`src/rtl/primary_ray_gen.sv`:
```
// ============================================================================
// Module   : primary_ray_gen
// Purpose  : Walks every pixel of a frame and emits one primary ray per pixel.
//            Each direction is built incrementally with adders only.
//            Optional macro: PRIMARY_RAY_JITTER_EN adds LFSR sub-pixel jitter.
// Revision : 1.0 - initial release
// ============================================================================
`default_nettype none

module primary_ray_gen #(
  parameter int FW = 32,
  parameter int XW = 10,
  parameter int YW = 10
) (
  input  logic            clk,
  input  logic            resetn,
  input  logic            frame_start,
  input  logic            rs_valid,
  input  logic [3*FW-1:0] cam_pos,
  input  logic [3*FW-1:0] cam_blc,
  input  logic [3*FW-1:0] cam_du,
  input  logic [3*FW-1:0] cam_dv,
  input  logic [XW-1:0]   vp_width,
  input  logic [YW-1:0]   vp_height,
  output logic            busy,
  output logic            ray_valid,
  input  logic            ray_ready,
  output logic [3*FW-1:0] ray_orig,
  output logic [3*FW-1:0] ray_dir,
  output logic [XW-1:0]   ray_px,
  output logic [YW-1:0]   ray_py,
  output logic            frame_done
);

  localparam logic [2:0] S_IDLE    = 3'd0;
  localparam logic [2:0] S_WAIT_RS = 3'd1;
  localparam logic [2:0] S_LATCH   = 3'd2;
  localparam logic [2:0] S_EMIT    = 3'd3;
  localparam logic [2:0] S_DONE    = 3'd4;

  // Component-wise vector helpers; each lane wraps independently.
  function automatic logic [3*FW-1:0] vadd(input logic [3*FW-1:0] a, input logic [3*FW-1:0] b);
    logic [3*FW-1:0] r;
    r = '0;
    for (int i = 0; i < 3; i++) r[i*FW +: FW] = a[i*FW +: FW] + b[i*FW +: FW];
    return r;
  endfunction

  function automatic logic [3*FW-1:0] vsub(input logic [3*FW-1:0] a, input logic [3*FW-1:0] b);
    logic [3*FW-1:0] r;
    r = '0;
    for (int i = 0; i < 3; i++) r[i*FW +: FW] = a[i*FW +: FW] - b[i*FW +: FW];
    return r;
  endfunction

  logic [2:0]      r_state;
  logic            r_busy;
  logic            r_valid;
  logic            r_done;
  logic [3*FW-1:0] r_pos;
  logic [3*FW-1:0] r_du;
  logic [3*FW-1:0] r_dv;
  logic [3*FW-1:0] r_dir;
  logic [3*FW-1:0] r_row_dir;
  logic [XW-1:0]   r_w;
  logic [YW-1:0]   r_h;
  logic [XW-1:0]   r_x;
  logic [YW-1:0]   r_y;

  logic            w_accept;
  logic            w_last_x;
  logic            w_last_y;
  logic [3*FW-1:0] w_row_next;

  assign w_accept   = r_valid & ray_ready;
  assign w_last_x   = (r_x == r_w - XW'(1));
  assign w_last_y   = (r_y == r_h - YW'(1));
  assign w_row_next = vadd(r_row_dir, r_dv);

  always_ff @(posedge clk or negedge resetn) begin
    if (!resetn) begin
      r_state   <= S_IDLE;
      r_busy    <= 1'b0;
      r_valid   <= 1'b0;
      r_done    <= 1'b0;
      r_pos     <= '0;
      r_du      <= '0;
      r_dv      <= '0;
      r_dir     <= '0;
      r_row_dir <= '0;
      r_w       <= '0;
      r_h       <= '0;
      r_x       <= '0;
      r_y       <= '0;
    end else begin
      r_done <= 1'b0;
      case (r_state)
        S_IDLE: begin
          if (frame_start) begin
            r_busy  <= 1'b1;
            r_state <= rs_valid ? S_LATCH : S_WAIT_RS;
          end
        end
        S_WAIT_RS: begin
          if (rs_valid) r_state <= S_LATCH;
        end
        S_LATCH: begin
          r_pos     <= cam_pos;
          r_du      <= cam_du;
          r_dv      <= cam_dv;
          r_w       <= vp_width;
          r_h       <= vp_height;
          r_dir     <= vsub(cam_blc, cam_pos);
          r_row_dir <= vsub(cam_blc, cam_pos);
          r_x       <= '0;
          r_y       <= '0;
          if (vp_width == '0 || vp_height == '0) begin
            r_done  <= 1'b1;
            r_state <= S_DONE;
          end else begin
            r_valid <= 1'b1;
            r_state <= S_EMIT;
          end
        end
        S_EMIT: begin
          if (w_accept) begin
            if (!w_last_x) begin
              r_x   <= r_x + XW'(1);
              r_dir <= vadd(r_dir, r_du);
            end else if (!w_last_y) begin
              r_x       <= '0;
              r_y       <= r_y + YW'(1);
              r_row_dir <= w_row_next;
              r_dir     <= w_row_next;
            end else begin
              r_valid <= 1'b0;
              r_done  <= 1'b1;
              r_state <= S_DONE;
            end
          end
        end
        S_DONE: begin
          // busy stays high through the frame_done cycle so a coincident frame_start is dropped
          r_busy  <= 1'b0;
          r_state <= S_IDLE;
        end
        default: r_state <= S_IDLE;
      endcase
    end
  end

  assign busy       = r_busy;
  assign ray_valid  = r_valid;
  assign frame_done = r_done;
  assign ray_orig   = r_pos;
  assign ray_px     = r_x;
  assign ray_py     = r_y;

`ifdef PRIMARY_RAY_JITTER_EN
  function automatic logic [3*FW-1:0] vhalf(input logic [3*FW-1:0] a);
    logic [3*FW-1:0] r;
    r = '0;
    for (int i = 0; i < 3; i++) r[i*FW +: FW] = $signed(a[i*FW +: FW]) >>> 1;
    return r;
  endfunction

  logic [15:0]     r_lfsr;
  logic [3*FW-1:0] w_jit_u;
  logic [3*FW-1:0] w_jit_v;

  always_ff @(posedge clk or negedge resetn) begin
    if (!resetn) begin
      r_lfsr <= 16'hACE1;
    end else if (w_accept) begin
      r_lfsr <= (r_lfsr >> 1) ^ (r_lfsr[0] ? 16'hB400 : 16'h0000);
    end
  end

  assign w_jit_u = r_lfsr[0] ? vhalf(r_du) : '0;
  assign w_jit_v = r_lfsr[1] ? vhalf(r_dv) : '0;
  assign ray_dir = vadd(vadd(r_dir, w_jit_u), w_jit_v);
`else
  assign ray_dir = r_dir;
`endif

endmodule

`default_nettype wire

```
`config.mk`:
```
export PLATFORM = sky130hd
export DESIGN_NAME = primary_ray_gen
export DESIGN_NICKNAME = d
export VERILOG_FILES = /design/src/rtl/primary_ray_gen.sv
export SDC_FILE = /design/constraint.sdc
export NUM_CORES = 2
export LEC_CHECK = 0
export BUFFER_PORTS_ARGS = -buffer_cell sky130_fd_sc_hd__buf_4
export CAP_MARGIN = 20
export CORE_ASPECT_RATIO = 0.9
export CORE_UTILIZATION = 53
export CTS_CLUSTER_DIAMETER = 60
export DETAILED_ROUTE_END_ITERATION = 10
export PLACE_DENSITY = 0.76
export SLEW_MARGIN = 25
export SYNTH_ARGS = -nofsm -noshare
export SYNTH_HDL_FRONTEND = slang
export SYNTH_SLANG_ARGS = --single-unit
```
`constraint.sdc`:
```
create_clock -name clk -period 4.2 [get_ports clk]
set_input_delay 0 -clock clk [delete_from_list [all_inputs] [get_ports clk]]
set_output_delay 0 -clock clk [all_outputs]
set_load 0.02 [all_outputs]
```
==> metrics.txt <==
gpl congestion between 0.9 and 1; register area share after synthesis 0.363; Met3 Wirelength 10.3 mm; clk_lat worst skew ~650 ps; endpoints failing setup 0; CORE AREA around 67,000 um^2; HPWL Detailed about 90 mm; Vias roughly 37,000; post-route setup TNS 0 ps; met2 wire length a little over 60 mm; final hold violation count 0; final WL about 130 mm; Syn-to-layout area delta 29.9%; total track usage 0.367; VDD IR max 699 uV; fin. max-slew vios 0; Least-Margin Pin Slew about 960 ps; Multi-input gate area 21,800 um^2; Yosys cell types 83; # IOs 624; maximum clock frequency 0.250 GHz; Synth async-reset ratio 1.00; Top Metal Used met5; First-pass DRT Iterations 6; CP max stage cell nor2_4; CTS tree built; WP data arrival 4500 ps; CP required 4710 ps; grt total ovfl 0; fin crit share 0.951; Pleak 23.5 nW; clk slew on worst S/H paths about 60 ps; Post-CTS Setup Inserts 0; Die W ~280 um; share of layout cells above drive strength 1 0.148; Die H roughly 250 um; most frequent cells in the layout nand2_1 (1,094), buf_4 (648), dfrtp_1 (526), o21ai_0 (410), a21oi_1 (381); overall power after layout between 0.04 and 0.05 W; Max-Cap Viols 0; Non-Filler Instances 6,322; Post-Place Cells ~5,900; Seq cells post-synth between 500 and 600; Mapped Area ~36,000 um^2; WP buf/inv 2; Filler Cell Count between 5,000 and 6,000; Final min period around 4000 ps; prevailing post-synth register cell dfrtp_1; first-iteration detailed-routing DRC count 3,322; FP Rows 90; most common cell after layout, fill and taps aside nand2_1; largest net degree at the start of global routing ~200; initial antenna violation count 10; initial core utilization 0.539; Rel. slew slack 0.359; post-route clock skew around 38 ps; # nets final 6,100; Critical Path Max Stage Delay between 500 and 600 ps; Vias/cell roughly 5.9; drt drc 0; average instance area after synthesis 7.99 um^2; Layout Utilization 0.700; mean routed wirelength per cell approximately 21 um; vias in the first global route 36,200; Syn Inst Count 4,542; CTS buffer count 58; synth warn 0; Crit. End Element flop; type of origin of the critical path flop; H-Tree Depth 2; Bufs on Longest Clock Path 3; worst hold path class primary input to async pin; global-route wire length before repair a little over 200 mm; CP max FO 38; DRT met1 WL around 54 mm; status completed; crit path cell chain inv_1 -> ha_1 -> or3b_2 -> or4_1 -> a21oi_1 -> a311o_1 -> a211o_1 -> or3_4 -> nand2_4 -> nor2_4 -> buf_4 -> o21ai_0 -> o22a_1; area of the die roughly 70,000 um^2; # port buffers around 620; RSZ-0062 raised after global routing no; count of flip-flops with a built-in enable after synthesis 0; family with the most delay on the worst path simple AND/OR/NAND/NOR gates; Root Buffer clkbuf_16; PwrDens between 900 and 1000 nW/um^2; WS Path Type flop to flop; register area 13,200 um^2; antenna viol nets, final 0; Sink Count 526; synthesized net count between 5,000 and 6,000
[registers in the layout (all words and copies together) (netlist names)]
signal / flops
busy: 1
frame_done: 1
r_du: 96
r_dv: 96
r_h: 10
r_row_dir: 96
r_state: 3
r_w: 10
ray_dir: 96
ray_orig: 96
ray_px: 10
ray_py: 10
ray_valid: 1
[layout make-up]
| type | count | area share |
|---|---|---|
| Inverter | 166 | 0.0132 |
| Tap cell | 874 | 0.0232 |
| Multi-Input combinational cell | 3654 | 0.463 |
| Timing Repair Buffer | 993 | 0.179 |
| Antenna cell | 7 | 0.000372 |
| Clock buffer | 74 | 0.0346 |
| Clock inverter | 28 | 0.00735 |
| Sequential cell | 526 | 0.279 |
[repair_timing]
item | CTS | global route
hold buffers | 330 | 0
setup endpoints to repair | 0 | 20
hold endpoints to repair | 781 | 0
gates resized for setup | 0 | 5
[layer usage]
layer,track usage,vias to the layer above
li1,-,17500
met1,0.478,17800
met2,0.604,1656
met3,0.0614,318
met4,0.153,8
met5,0,-
[synth_stat cells, types with 50 or more instances]
cell	count	share of area
nand2_1	1095	0.11
dfrtp_1	526	0.36
o21ai_0	410	0.057
a21oi_1	382	0.053
nor2_1	307	0.032
ha_1	283	0.098
inv_1	166	0.017
xnor2_1	161	0.039
clkbuf_1	159	0.016
a21o_1	154	0.032
xor2_1	105	0.025
nand3_1	64	0.0088
a31oi_1	60	0.010
o21a_1	50	0.010
[path summary, 6_finish.rpt]
| kind | startpoint | to | slack, ps | depth (start not counted) |
|---|---|---|---|---|
| hold reg to reg | ray_orig[0] | ray_orig[0] | 470 | 2 |
| hold / removal | resetn | ray_orig[74] | 30 | 3 |
| min in group clk | cam_blc[12] | r_row_dir[12] | 30 | 6 |
| setup / recovery | r_h[0] | r_row_dir[89] | 210 | 13 |
| max in group asynchronous | resetn | r_du[39] | 3280 | 3 |
| setup reg to reg | r_h[0] | r_row_dir[89] | 210 | 13 |
[cell families after synthesis]
kind of cell | Yosys count | share of synthesized area
mux | 14 | 0.00393
xor+xnor | 266 | 0.0642
flops | 526 | 0.363
buf+inv | 363 | 0.0394
fa+ha+maj | 292 | 0.102
simple gates | 1741 | 0.202
compound gates | 1340 | 0.226
[power breakdown]
| group | leakage (nW) | switching, W | internal (W) | total [W] |
|---|---|---|---|---|
| Sequential | 6.40 | 0.00206 | 0.00762 | 0.00967 |
| Clock | 0.969 | 0.00228 | 0.00316 | 0.00545 |
| Combinational | 16.1 | 0.0172 | 0.0111 | 0.0283 |
| Total | 23.5 | 0.0215 | 0.0219 | 0.0434 |
[through the flow]
stage / hold slack [ps] / worst slack [ps] / area (um^2)
after global routing: 40.6 / 15.5 / 47100
final: 26.1 / 205 / 47100
after CTS: 1.85 / 110 / 47100
after floorplan: -296 / 727 / 36300
after global placement: -2.57 / 179 / 41800
after detailed placement: -0.619 / 114 / 41800
[worst register-to-register path: stages, from the launching register on]
cell,delay (ps)
dfrtp_1,410
inv_1,90
ha_1,200
or3b_2,480
or4_1,430
a21oi_1,170
a311o_1,130
a211o_1,220
or3_4,200
nand2_4,120
nor2_4,530
buf_4,540
o21ai_0,180
o22a_1,190
Power figures use the tool's default switching activity.
